==> config.mk <==
export PLATFORM = sky130hd
export DESIGN_NAME = alu_ctrl_sequencer
export DESIGN_NICKNAME = d
export VERILOG_FILES = /design/src/rtl/alu_ctrl_sequencer.sv
export SDC_FILE = /design/constraint.sdc
export NUM_CORES = 1
export LEC_CHECK = 0
export BUFFER_PORTS_ARGS = -buffer_cell sky130_fd_sc_hd__buf_2
export CAP_MARGIN = 20
export CORE_MARGIN = 2
export CORE_UTILIZATION = 57
export CTS_CLUSTER_DIAMETER = 80
export DETAILED_ROUTE_END_ITERATION = 10
export GPL_ROUTABILITY_DRIVEN = 0
export PLACE_DENSITY = 0.86
export SLEW_MARGIN = 20
export SYNTH_ARGS = -nofsm -noshare
export SYNTH_HDL_FRONTEND = slang
export SYNTH_SLANG_ARGS = --single-unit
==> constraint.sdc <==
create_clock -name clk -period 2.4 [get_ports clk]
set_input_delay 0.12 -clock clk [delete_from_list [all_inputs] [get_ports clk]]
set_output_delay 0.12 -clock clk [all_outputs]
set_load 0.005 [all_outputs]
==> src/rtl/alu_ctrl_sequencer.sv <==
// Registered ALU control decode with valid/ready on both sides.
// Single-cycle ops appear one cycle after accept; MUL/DIV codes are held back for MUL_LAT/DIV_LAT cycles.
module alu_ctrl_sequencer #(
  parameter int CNT_W   = 5,
  parameter int M_EN    = 1,
  parameter int MUL_LAT = 3,
  parameter int DIV_LAT = 8
) (
  input  logic             clk,
  input  logic             rst_n,
  input  logic             flush,
  input  logic             in_valid,
  output logic             in_ready,
  input  logic [1:0]       alu_op,
  input  logic [3:0]       alu_opcode,
  input  logic             m_ext,
  output logic [CNT_W-1:0] alu_cnt,
  output logic             out_valid,
  input  logic             out_ready,
  output logic             busy
);
  localparam int MAX_LAT = (MUL_LAT > DIV_LAT) ? MUL_LAT : DIV_LAT;
  localparam int TW      = $clog2(MAX_LAT) + 1;

  typedef enum logic [1:0] {IDLE = 2'd0, WAIT = 2'd1, HOLD = 2'd2} state_e;

  state_e           state_q, state_d;
  logic [TW-1:0]    cnt_q, cnt_d;
  logic [CNT_W-1:0] alu_cnt_q, alu_cnt_d;
  logic             out_valid_q, out_valid_d;
  logic             busy_q, busy_d;

  logic [4:0]    code;
  logic [TW-1:0] lat_m1;
  logic          m_ok, accept, load;

  assign m_ok = (M_EN != 0) && m_ext;

  always_comb begin
    code = 5'd0;
    case (alu_op)
      2'b01: begin
        case (alu_opcode[2:0])
          3'b000:         code = 5'd1;
          3'b001:         code = 5'd9;
          3'b100, 3'b110: code = 5'd10;
          3'b101, 3'b111: code = 5'd8;
          default:        code = 5'd0;
        endcase
      end
      2'b10: begin
        if (m_ok) begin
          code = {2'b10, alu_opcode[2:0]};
        end else begin
          case (alu_opcode)
            4'b1000:          code = 5'd1;
            4'b0100:          code = 5'd2;
            4'b0110:          code = 5'd3;
            4'b0111:          code = 5'd4;
            4'b0001:          code = 5'd5;
            4'b0101:          code = 5'd6;
            4'b1101:          code = 5'd7;
            4'b0010, 4'b0011: code = 5'd8;
            default:          code = 5'd0;
          endcase
        end
      end
      2'b11: begin
        casez (alu_opcode)
          4'b?100: code = 5'd2;
          4'b?110: code = 5'd3;
          4'b?111: code = 5'd4;
          4'b0001: code = 5'd5;
          4'b0101: code = 5'd6;
          4'b1101: code = 5'd7;
          4'b?010: code = 5'd8;
          4'b?011: code = 5'd11;
          default: code = 5'd0;
        endcase
      end
      default: code = 5'd0;
    endcase
  end

  // Codes 16..23 carry funct3 in the low bits; bit 2 separates DIV (20..23) from MUL.
  always_comb begin
    lat_m1 = '0;
    if (code[4]) lat_m1 = code[2] ? TW'(DIV_LAT - 1) : TW'(MUL_LAT - 1);
  end

  assign in_ready = !flush && ((state_q == IDLE) || ((state_q == HOLD) && out_ready));
  assign accept   = in_valid && in_ready;

  always_comb begin
    state_d     = state_q;
    cnt_d       = cnt_q;
    alu_cnt_d   = alu_cnt_q;
    out_valid_d = out_valid_q;
    busy_d      = busy_q;
    load        = 1'b0;
    case (state_q)
      IDLE: load = accept;
      WAIT: begin
        // Transition on the edge where the count hits zero so out_valid is first seen at T+L.
        if (cnt_q <= TW'(1)) begin
          state_d     = HOLD;
          cnt_d       = '0;
          out_valid_d = 1'b1;
          busy_d      = 1'b0;
        end else begin
          cnt_d = cnt_q - TW'(1);
        end
      end
      HOLD: begin
        if (out_ready) begin
          if (accept) begin
            load = 1'b1;
          end else begin
            state_d     = IDLE;
            out_valid_d = 1'b0;
          end
        end
      end
      default: state_d = IDLE;
    endcase
    if (load) begin
      alu_cnt_d = CNT_W'(code);
      if (lat_m1 == '0) begin
        state_d     = HOLD;
        out_valid_d = 1'b1;
        busy_d      = 1'b0;
      end else begin
        state_d     = WAIT;
        cnt_d       = lat_m1;
        out_valid_d = 1'b0;
        busy_d      = 1'b1;
      end
    end
    if (flush) begin
      state_d     = IDLE;
      cnt_d       = '0;
      alu_cnt_d   = '0;
      out_valid_d = 1'b0;
      busy_d      = 1'b0;
    end
  end

  always_ff @(posedge clk or negedge rst_n) begin
    if (!rst_n) begin
      state_q     <= IDLE;
      cnt_q       <= '0;
      alu_cnt_q   <= '0;
      out_valid_q <= 1'b0;
      busy_q      <= 1'b0;
    end else begin
      state_q     <= state_d;
      cnt_q       <= cnt_d;
      alu_cnt_q   <= alu_cnt_d;
      out_valid_q <= out_valid_d;
      busy_q      <= busy_d;
    end
  end

  assign alu_cnt   = alu_cnt_q;
  assign out_valid = out_valid_q;
  assign busy      = busy_q;
endmodule

# --- Yosys cells after proc, flatten, opt, wreduce, memory -nomap -nowiden ---
# Memory sizes are Yosys's and may differ from the RTL's.
# Index checks and enable logic that the tools add are counted.
totals:
  ff_bits: 13
  mem_bits_ro: 64
  in_bits: 12
  output_inout_bits: 8
  elab_cells: 79
  mem_count: 1
op_classes:
  n_addsub: 1
  n_lt_le_gt_ge: 1
  eq_ne: 19
  n_mux: 35
  reduce_logical: 17
mem_list:
  columns: ["memory", "words", "word_bits", "rd", "rd_clocked_by_memory_dff", "write_ports", "line", "rtl"]
  rows:
  - ["(no name shown)", 16, 4, 1, 0, 0, "55", "case (alu_opcode)"]
op_table:
  columns: ["operator", "count"]
  rows:
  - ["4-bit case mux with 8 select lines", 1]
  - ["4-bit 2-to-1 mux", 5]
  - ["4-bit case mux with 4 select lines", 1]
  - ["5-bit 2-to-1 mux", 3]
  - ["5-bit case mux with 3 select lines", 1]
  - ["1-bit 2-to-1 mux", 13]
  - ["3-bit == test (second input constant)", 4]
  - ["2-bit 2-to-1 mux", 6]
  - ["4-bit inequality test (second input constant)", 3]
  - ["4-bit AND reduction", 2]
  - ["2-bit == test (second input constant)", 3]
  - ["3-bit by 2-bit == test with 1-bit output (second input constant)", 2]
  - ["3-bit 2-to-1 mux", 2]
  - ["2-bit case mux with 3 select lines", 1]
  - ["3-bit nonzero test", 2]
  - ["2-bit by 1-bit == test with 1-bit output (second input constant)", 2]
  - ["4-bit by 1-bit == test with 1-bit output (second input constant)", 1]
  - ["4-bit by 3-bit == test with 1-bit output (second input constant)", 1]
  - ["4-bit == test (second input constant)", 1]
  - ["4-bit by 1-bit <= comparator with 1-bit output (second input constant)", 1]
  - ["4-bit zero test", 1]
  - ["1-bit case mux with 2 select lines", 2]
  - ["4-bit nonzero test", 1]
  - ["2-bit OR reduction", 2]
  - ["other kinds (10)", 12]

# --- Logic depth before layout (Yosys ltp) ---
# Gate-level depths: netlist of run 1.
depth:
  ltp_word: 10
  mapped_depth: 8

# --- Worst setup path before layout of run 1 ---
# No wires, ideal clock.
synth_path:
  path_kind: "register to register"
  start: "register state_q[0]"
  end: "register state_q[1]"
  arrival_time_ns: 1.472
  t_required_ns: 2.290
  slack_ns: 0.818
  stages_incl_launch_ff: 9
  path_buffers: 1
  synth_period_minus_slack_ns: 1.582
  path_cell_list: "dfrtp_1 inv_1 ha_1 a21oi_2 nor2b_1 buf_2 a311oi_1 nand2_1 o41ai_1"
synth_via:
  elab_chain_len: 10
synth_rtl:
  columns: ["element", "line", "rtl"]
  rows:
  - ["start, declared", "27", "state_e state_q, state_d;"]
  - ["start signal, assigned", "156", "state_q <= state_d;"]
  - ["2-bit == test", "91, 101", null]
  - ["1-bit logical AND", "91", "assign in_ready = !flush && ((state_q == IDLE) || ((state_q == HOLD) && out_ready));"]
  - ["1-bit logical OR", "91", null]
  - ["1-bit logical AND", "91", null]
  - ["1-bit logical AND", "92", "assign accept = in_valid && in_ready;"]
  - ["1-bit 2-to-1 mux", "116", "if (accept) begin"]
  - ["1-bit 2-to-1 mux", "115", "if (out_ready) begin"]
  - ["1-bit case mux with 2 select lines", "101", "case (state_q)"]
  - ["4-bit inequality test (no source line) (tied with other cells)", null, null]
  - ["4-bit AND reduction (no source line) / 2-bit 2-to-1 mux (equally long branches)", null, null]
# Parallel ways exist; a longest one is shown, timed or not.
# A chain may end at the register's enable or synchronous reset.

# --- Worst setup path after layout of run 1 ---
# Same ends and word-level chain as after synthesis.

==> out/metrics.csv, run 1 <==
stage;metric;value;unit
timing;worst slew pin tran;0.525;ns
critical_path;r2r startpoint;state_q[0];
die;# rows;15;
die;Die ar.;2090;µm²
synthesis;Post-Syn Area per Cell;8.39;µm²
power;maximum vdd drop;0.312;mV
cells_and_area;final core utilization;65.5;%
die;core area;1670;µm²
synthesis;Syn Nets;135;
grt;first-pass GRT wire length;3480;µm
critical_path;Top delay family on crit path;compound AO/OA/AOI/OAI gates;
synthesis;Main synth FF type;dfrtp_1;
placement;Post-DP HPWL;1550;µm
cells_and_area;ANT cells;0;
timing;setup_tns;0;ns
grt;vias in the first global route;801;
clocking;H-Tree Level Count;1;
clocking;clock root buffer;clkbuf_4;
critical_path;Worst setup SP type;flop;
die;num ports;20;
routing;WL/cell;13.9;µm
clocking;Clk Latency, worst-skew pair;0.28;ns
critical_path;Crit. End Element;flop;
synthesis;sequential fraction of the synthesis area;32.9;%
power;Lkg Pwr;0.494;nW
timing;max frequency;539;MHz
job;max-cap viol count;0;
critical_path;Req. time, crit path;2.58;ns
critical_path;critical path fanouts, max;8;
timing;setup violators final;0;
die;die height;45.7;µm
synthesis;Synth Instances;118;
timing;clk_skew;0.0102;ns
timing;Slew HR;64.9;%
timing;final worst-path setup slack;0.546;ns
timing;Final Critical Period;1.85;ns
cells_and_area;Nets;151;
die;Die Wd;45.7;µm
synthesis;Yosys Warn Count;0;
routing;Post-DRT Antenna Nets;0;
grt;initial antenna violation count;0;
grt;Remaining Overflow, GRT;0;
timing;Final Hold Vio Count;0;
timing;RSZ-0062 raised after global routing;no;
critical_path;Buf/Inv on CP;1;
cells_and_area;Final Non-Filler Cells;150;
critical_path;Critical Path Source;state_q[0];
placement;placed insts;145;
clocking;Clock Pin Slew Worst Setup and Hold Paths;0.09;ns
grt;GRT Total Usage;23.3;%
routing;vias per inst;6.05;
clocking;CTS Buf Count;3;
timing;final worst path period share;77.2;%
critical_path;crit path DAT;2.03;ns
die;effective utilization at floorplan;59.3;%
run_status;outcome;complete, no violations;
worst_hold_path;Hold Path Class;primary input to flop;
power;Pwr Density;477;nW/µm²
critical_path;Max stage delay on crit path;0.43;ns
critical_path;crit path cell chain;inv_1, ha_1, a21oi_2, nor2b_1, a311oi_1, o41ai_1;
placement;# port buffers;19;
cells_and_area;share of cells above drive strength 1;21.8;%
critical_path;Worst path slowest cell;nor2b_1;
clocking;clk buf depth;2;
placement;pre-CTS setup slack;0.608;ns
grt;pin count of the biggest net entering global routing;16;
clocking;CTS sink count;13;
clocking;post-cts resize count;0;
synthesis;asr flop ratio synth;100;%
routing;DR DRC count;0;
cells_and_area;Layout Area Growth over Synthesis;10.5;%
synthesis;synthesized area;990;µm²
timing;Final Max Slew Viols;0;
power;total power;0.522;mW
routing;Initial DRT Pass Iterations;4;
worst_hold_path;Hold Startpoint;flush;
routing;via count;907;
synthesis;FF+latch count, synth;13;
clocking;postcts setup bufs;0;
routing;final wirelength;2090;µm
critical_path;kind of critical path;flop to flop;
synthesis;Cell variety after synth;43;
synthesis;EDFF count, synth;0;
routing;Iteration-0 DRC Markers;14;
clocking;CTS tree;built;
## flip-flops by register name, indices dropped and copies added, names as in the netlist
name	cells
cnt_q	4
alu_cnt	5
out_valid	1
state_q	2
busy	1
## cell families after synthesis
kind of cell | Yosys count | share of synthesized area [%]
and+or+nand+nor | 40 | 21.1
AOI/OAI and AO/OA | 39 | 28.3
buffers and inverters | 18 | 8.60
DFF | 13 | 32.9
adders and majority gates | 5 | 6.32
xor gates and xnor gates | 2 | 1.77
muxes | 1 | 1.01
## cell type report
cell class	count	area [µm²]
sequential	13	325
fill	149	577
inverter	9	36.3
tap	17	21.3
multi-input combinational	87	579
timing repair buffer	20	105
clock buffer	4	26.3
## per-stage QoR
stage	instance area (µm²)	hold slack [ns]
6_report	1090	0.184
5_1_grt	1090	0.188
4_1_cts	1090	0.187
3_5_place_dp	1060	0.0234
3_3_place_gp	1060	0.0204
2_1_floorplan	990	-0.176
## cells in the final DEF, fill, tap and decap left out, types with 2 or more instances in the layout
master    count
a211oi_1      2
a21o_1        2
a21oi_1      10
a21oi_2       2
a22o_1        2
a311oi_1      2
a31oi_1       2
buf_2        19
clkbuf_4      3
dfrtp_1      13
ha_1          5
inv_1         8
nand2_1      10
nand2b_1      2
nand3_1       2
nand3b_1      2
nor2_1       10
nor2b_1       2
nor3_1        5
o21ai_0       5
o31ai_1       2
## synth_stat cells (all sizes together) (2+ instances only)
master | number | area (µm²)
a311oi | 2 | 17.5
nand3b | 2 | 15.0
nand3 | 2 | 10.0
buf | 7 | 41.3
nor2 | 10 | 37.5
nor2b | 2 | 12.5
a22o | 2 | 17.5
a21o | 2 | 15.0
ha | 5 | 62.6
a21oi | 12 | 67.6
clkbuf | 2 | 7.51
nor3 | 5 | 25.0
dfrtp | 13 | 325
nand2 | 10 | 37.5
a211oi | 3 | 27.5
inv | 9 | 36.3
o31ai | 3 | 27.5
a31oi | 2 | 12.5
o21ai | 5 | 25.0
nand2b | 3 | 26.3
## power breakdown
group | total (mW) | switching, mW | internal (mW)
logic | 0.144 | 0.0851 | 0.0589
registers | 0.242 | 0.00897 | 0.233
clock network | 0.136 | 0.0720 | 0.0644
total | 0.522 | 0.166 | 0.356
## metal layers
metal / track usage (%) / vias up / share of wire [%]
met1: 30.7 / 419 / 48
met3: 3.97 / 6 / 2.3
met5: 0 / - / 0
li1: - / 460 / -
met4: 12.4 / 0 / 2.9
met2: 36.1 / 22 / 46
## worst paths after layout
path | end | slack, ns | depth (start not counted)
worst max register to register | state_q[1] | 0.55 | 6
min in group asynchronous | alu_cnt[3] | 0.25 | 2
worst min register to register | out_valid | 0.52 | 2
worst min-delay path | alu_cnt[2] | 0.18 | 2
max in group asynchronous | cnt_q[0] | 1.91 | 2
worst max-delay path | state_q[1] | 0.55 | 6
## timing repair
item,in CTS,in global routing
endpoints found under the setup margin,0,0
hold endpoints to repair,13,0
hold buffers,1,0
Note: power is estimated with default switching activity, not from simulation.
==> run 2: changes to the inputs <==
Settings changed: CORE_UTILIZATION 57 to 53, PLACE_DENSITY 0.86 to 0.81.
Clock period 2.4 ns to 1.75 ns, I/O delays scaled along.
==> run 2 against run 1 <==
Effect of this change:
- hold slack worse by 0.037 ns
- register-to-register slack worse by 0.43 ns
- clock-buffer cell count unchanged
- maximum frequency increased by 14%
- combinational power up 43%
- critical path depth unchanged
- die area up 6.9%
- global-route usage down 0.95 points
- critical endpoint unchanged
- largest cell class unchanged
- highest routed layer unchanged
==> out/metrics.csv, run 2 (synthesis results as in run 1) <==
stage;metric;value;unit;change
clocking;CTS tree;built;;
timing;Final Max Slew Viols;0;;unchanged
critical_path;R2R Setup Slk;0.12;ns;-0.43 ns
critical_path;Crit. End Element;flop;;
die;Die Wd;47.2;µm;+3.4%
cells_and_area;most common cell after layout, fill and taps aside;buf_2;;
die;effective utilization at floorplan;56.7;%;-2.5 points
power;Pwr Density;648;nW/µm²;+36%
grt;initial antenna violation count;0;;unchanged
clocking;CTS Buf Count;3;;unchanged
critical_path;Buf/Inv on CP;1;;unchanged
timing;final worst-path setup slack;0.120;ns;-0.426 ns
power;Lkg Pwr;0.506;nW;+2.4%
routing;WL/cell;14.0;µm;+0.80%
grt;pin count of the biggest net entering global routing;16;;unchanged
clocking;clk buf depth;2;;unchanged
clocking;Clk Latency, worst-skew pair;0.29;ns;about the same
routing;via count;941;;+3.7%
routing;Initial DRT Pass Iterations;4;;unchanged
cells_and_area;ANT cells;0;;unchanged
routing;Iteration-0 DRC Markers;14;;unchanged
timing;Slew HR;79.5;%;+15 points
clocking;postcts setup bufs;0;;unchanged
cells_and_area;Final Non-Filler Cells;160;;+6.7%
placement;Post-DP HPWL;1620;µm;+4.4%
timing;worst slew pin tran;0.304;ns;-0.221 ns
grt;Remaining Overflow, GRT;0;;unchanged
timing;Final Hold Vio Count;0;;unchanged
routing;DR DRC count;0;;unchanged
cells_and_area;Nets;153;;+1.3%
critical_path;critical path fanouts, max;8;;unchanged
clocking;CTS sink count;13;;unchanged
cells_and_area;post-route cell area;1130;µm²;+3.1%
job;max-cap viol count;0;;unchanged
placement;# port buffers;19;;unchanged
critical_path;crit path DAT;1.81;ns;-0.22 ns
timing;max frequency;614;MHz;+14%
cells_and_area;max reg flops;5;;unchanged
clocking;H-Tree Level Count;1;;unchanged
worst_hold_path;Hold Path Class;primary input to flop;;
timing;WHS;0.147;ns;-0.0370 ns
cells_and_area;most frequent cells in the layout;buf_2, dfrtp_1, nand2_1, a21oi_1, nor2_1;;
timing;setup_tns;0;ns;unchanged
timing;clk_skew;0.00583;ns;-0.00439 ns
timing;final worst path period share;93.1;%;+16 points
critical_path;Req. time, crit path;1.93;ns;-0.65 ns
die;# rows;15;;unchanged
timing;RSZ-0062 raised after global routing;no;;
power;maximum vdd drop;0.459;mV;+47%
critical_path;Worst setup SP type;flop;;
routing;vias per inst;5.88;;-2.7%
die;num ports;20;;unchanged
clocking;Clock Pin Slew Worst Setup and Hold Paths;0.08;ns;about the same
power;total power;0.731;mW;+40%
routing;Post-DRT Antenna Nets;0;;unchanged
critical_path;Top delay family on crit path;compound AO/OA/AOI/OAI gates;;
cells_and_area;Layout Area Growth over Synthesis;13.9;%;
die;die height;47.2;µm;+3.4%
timing;Final Critical Period;1.63;ns;-0.224 ns
clocking;clock root buffer;clkbuf_4;;
critical_path;Max stage delay on crit path;0.40;ns;-0.03 ns
critical_path;kind of critical path;flop to flop;;
run_status;outcome;complete, no violations;;
critical_path;Worst path slowest cell;dfrtp_1;;
placement;pre-CTS setup slack;0.0818;ns;-0.527 ns
placement;placed insts;155;;+6.9%
routing;final wirelength;2250;µm;+7.5%
cells_and_area;final core utilization;64.6;%;-0.88 points
die;Die ar.;2230;µm²;+6.9%
critical_path;crit path cell chain;inv_1, ha_1, a21oi_2, nand2b_4, nor2_1, o41ai_1;;
grt;vias in the first global route;772;;-3.6%
grt;first-pass GRT wire length;3470;µm;-0.20%
timing;setup violators final;0;;unchanged
cells_and_area;share of cells above drive strength 1;24.4;%;+2.6 points
placement;dpl cell area;1080;µm²;+2.4%
die;core area;1750;µm²;+4.5%
grt;GRT Total Usage;22.3;%;-0.95 points
## run 2: cell types whose count changed in the layout (fill, tap and decap cells not counted)
cell	before	now
buf_4	0	2
a311oi_1	2	1
a311oi_2	0	1
or2_1	1	0
or2_4	0	1
## run 2: final cells by class
cell class / count / area (µm²)
clock buffers: 4 / 26.3
fillers: 165 / 618
inverters: 9 / 36.3
multi-input cells: 87 / 588
flip-flops and latches: 13 / 325
well taps: 25 / 31.3
repair buffers: 22 / 120
## run 2: worst register-to-register path: stages (launching register included)
cell and delay [ns]:
dfrtp_1 0.40, inv_1 0.08, ha_1 0.23, a21oi_2 0.19, nand2b_4 0.20, nor2_1 0.10
o41ai_1 0.33
## run 2: repair_timing
action,4_1_cts,5_1_grt
setup endpoints to repair,0,2
hold buffers,1,0
resized for setup,0,2
endpoints found under the hold margin,13,0
## run 2: metal layers
metal	vias to the layer above	GRT usage (%)	share of wire (%)
met5	-	0	0
met4	0	6.11	1.1
met3	5	6.54	5.7
met2	30	35.6	48
met1	446	29.6	45
li1	460	-	-
## run 2: path summary, 6_finish.rpt
check	to	cells past startpoint	startpoint
min in group asynchronous	alu_cnt[3]	2	rst_n
setup reg to reg	state_q[1]	6	state_q[0]
hold reg to reg	out_valid	2	out_valid
max in group asynchronous	cnt_q[2]	2	rst_n
setup / recovery	state_q[1]	6	state_q[0]
hold / removal	alu_cnt[0]	3	alu_op[0]
## run 2: power breakdown
group | total, mW | switching, mW | internal (mW)
clock | 0.194 | 0.105 | 0.0887
sequential | 0.331 | 0.0121 | 0.319
combinational | 0.206 | 0.120 | 0.0861
total | 0.731 | 0.237 | 0.494
==> run 3: changes to the inputs <==
Settings changed: CORE_UTILIZATION 53 to 48, PLACE_DENSITY 0.81 to 0.78.
Clock period 1.75 ns to 1.3 ns, I/O delays scaled along.
==> run 3 against run 2 <==
Effect of this change:
- the run now ends with setup timing left
- worst setup slack worse by 0.36 ns
- clock-buffer cell count stayed put
- cell count is 13% higher
- hold slack worse by 0.015 ns
- register-to-register slack worse by 0.36 ns
- critical path depth is 1 higher
- clock power is 31% higher
- clock skew is 0.0038 ns lower
- global-route usage is 0.12 points higher
- die area is 9.5% higher
- maximum frequency is 5.6% higher
==> out/metrics.csv, run 3 (synthesis results as in run 1) <==
stage;metric;value;unit;change
placement;pre-CTS setup slack;-0.286;ns;-0.368 ns
clocking;Clk Latency, worst-skew pair;0.27;ns;-0.02 ns
routing;final wirelength;2530;µm;+13%
timing;Final Critical Period;1.54;ns;-0.0862 ns
timing;clk_skew;0.00207;ns;-0.00375 ns
critical_path;Max stage delay on crit path;0.45;ns;+0.05 ns
critical_path;Req. time, crit path;1.51;ns;-0.42 ns
die;Die ar.;2440;µm²;+9.5%
critical_path;r2r startpoint;state_q[1];;
cells_and_area;post-route cell area;1430;µm²;+26%
critical_path;R2R Setup Slk;-0.24;ns;-0.36 ns
worst_hold_path;worst hold path depth;3;;unchanged
critical_path;critical path fanouts, max;5;;-3
routing;DR DRC count;0;;unchanged
timing;max frequency;648;MHz;+5.6%
power;Lkg Pwr;0.625;nW;+24%
routing;Iteration-0 DRC Markers;19;;+5
clocking;clk buf depth;2;;unchanged
power;Psw;0.370;mW;+56%
timing;final worst-path setup slack;-0.243;ns;-0.364 ns
grt;pin count of the biggest net entering global routing;16;;unchanged
worst_hold_path;Hold EP;alu_cnt[0];;
power;internal power;0.765;mW;+55%
critical_path;crit path cell chain;inv_2, ha_4, a21oi_4, nand2b_4, buf_6, or3_4, a21oi_2;;
timing;Slew HR;77.5;%;-1.9 points
clocking;CTS sink count;13;;unchanged
routing;vias per inst;5.59;;-5.0%
power;Clock power frac;22.4;%;-4.1 points
die;# rows;16;;+1
routing;WL/cell;14.0;µm;-0.26%
worst_hold_path;Hold Startpoint;alu_op[1];;
die;effective utilization at floorplan;50.4;%;-6.3 points
cells_and_area;ANT cells;0;;unchanged
clocking;Clock Pin Slew Worst Setup and Hold Paths;0.08;ns;about the same
clocking;H-Tree Level Count;1;;unchanged
critical_path;Buf/Inv on CP;2;;+1
timing;Final Hold Vio Count;0;;unchanged
cells_and_area;share of cells above drive strength 1;47.4;%;+23 points
critical_path;kind of critical path;flop to flop;;
cells_and_area;Layout Area Growth over Synthesis;44.0;%;
cells_and_area;max reg flops;5;;unchanged
clocking;clock root buffer;clkbuf_4;;
critical_path;crit path DAT;1.75;ns;-0.06 ns
routing;Initial DRT Pass Iterations;4;;unchanged
grt;initial antenna violation count;0;;unchanged
routing;Post-DRT Antenna Nets;0;;unchanged
placement;dpl cell area;1230;µm²;+13%
timing;final worst path period share;119;%;+26 points
cells_and_area;most frequent cells in the layout;buf_2, buf_4, dfrtp_1;;
grt;GRT Total Usage;22.4;%;+0.12 points
timing;Final Max Slew Viols;0;;unchanged
critical_path;Reg2Reg Depth;7;;+1
timing;setup violators final;14;;+14
power;Comb power frac;37.8;%;+9.6 points
critical_path;Top delay family on crit path;simple AND/OR/NAND/NOR gates;;
timing;RSZ-0062 raised after global routing;yes;;
timing;worst slew pin tran;0.333;ns;+0.0285 ns
die;die height;49.4;µm;+4.6%
placement;Post-DP HPWL;1820;µm;+12%
power;Reg power frac;39.8;%;-5.5 points
power;maximum vdd drop;0.505;mV;+10%
job;max-cap viol count;0;;unchanged
grt;first-pass GRT wire length;4310;µm;+24%
power;sw frac;32.6;%;+0.11 points
clocking;CTS Buf Count;3;;unchanged
die;Die Wd;49.4;µm;+4.6%
worst_hold_path;Hold Path Class;primary input to flop;;
clocking;CTS tree;built;;
die;core area;1960;µm²;+12%
critical_path;R2R Path End;alu_cnt[2];;
cells_and_area;Nets;172;;+12%
grt;vias in the first global route;1017;;+32%
cells_and_area;most common cell after layout, fill and taps aside;buf_2;;
critical_path;Worst path slowest cell;dfrtp_2;;
critical_path;Crit. End Element;flop;;
run_status;outcome;finished, violations left;;
grt;Remaining Overflow, GRT;0;;unchanged
power;Pwr Density;796;nW/µm²;+23%
critical_path;Worst setup SP type;flop;;
placement;# port buffers;19;;unchanged
die;num ports;20;;unchanged
run_status;failing checks;setup timing;;
routing;via count;1011;;+7.4%
## run 3: cell types whose count changed in the layout (fill, tap and decap cells not counted), moves of 2 or more
cell / delta
a21oi_1: -2
buf_4: +15
buf_6: +4
dfrtp_1: -2
dfrtp_2: +2
ha_1: -5
ha_4: +4
inv_1: -4
inv_2: +4
nor2_1: -2
nor2_2: +2
## run 3: power by group through the flow
| stage | Sequential [mW] | Combinational [mW] | Clock [mW] |
|---|---|---|---|
| global placement | 0.455 | 0.320 | 0 |
| finish | 0.452 | 0.429 | 0.254 |
| floorplan | 0.457 | 0.205 | 0 |
| CTS | 0.450 | 0.385 | 0.255 |
| global route | 0.457 | 0.469 | 0.281 |
| detailed placement | 0.457 | 0.329 | 0 |
## run 3: cell type report
class                      count  area, µm²
timing repair buffer          41        278
multi-input combinational     87        723
fill                         167        537
inverter                       9       36.3
clock buffer                   4       26.3
sequential                    13        328
tap                           27       33.8
## run 3: timing repair
action | 4_1_cts | 5_1_grt
endpoints found under the setup margin | 14 | 14
pin swaps | 12 | 8
hold buffers | 1 | 0
gates resized for setup | 19 | 9
hold endpoints to repair | 13 | 0
setup buffers | 3 | 3
## run 3: worst max-delay path by stage
stage | startpoint | endpoint | slack, ns | depth (start not counted)
6_report | state_q[1] | alu_cnt[2] | -0.24 | 7
4_1_cts | cnt_q[0] | state_q[1] | -0.28 | 6
5_1_grt | state_q[1] | state_q[1] | -0.32 | 6
2_1_floorplan | state_q[1] | state_q[1] | -0.18 | 8
3_5_place_dp | cnt_q[0] | state_q[1] | -0.29 | 6
3_3_place_gp | cnt_q[0] | state_q[1] | -0.24 | 6
## run 3: metrics by stage
step	setup TNS, ns	cells	utilization, %	hold WS (ns)	total power, mW
floorplan	-0.924	118	-	-0.231	0.662
global placement	-1.90	170	62.6	-0.0331	0.775
detailed placement	-2.45	170	62.6	-0.0307	0.785
CTS	-2.68	178	69.3	0.137	1.09
global route	-3.65	181	72.6	0.161	1.21
finish	-2.51	181	72.6	0.132	1.14
## run 3: layer usage
metal / vias to the layer above / track usage [%] / part of all wire (%)
met5: - / 0 / 0
met4: 0 / 11.1 / 1.5
met3: 4 / 2.15 / 3.4
met2: 26 / 38.1 / 50
met1: 481 / 28.4 / 46
li1: 500 / - / -
## run 3: worst reg2reg max path: cells and delay by family (launching register included)
family / cells / cell delay (ns)
DFF: 1 / 0.45
adders and majority gates: 1 / 0.15
buffers and inverters: 2 / 0.21
and+or+nand+nor: 2 / 0.49
AOI/OAI and AO/OA: 2 / 0.17
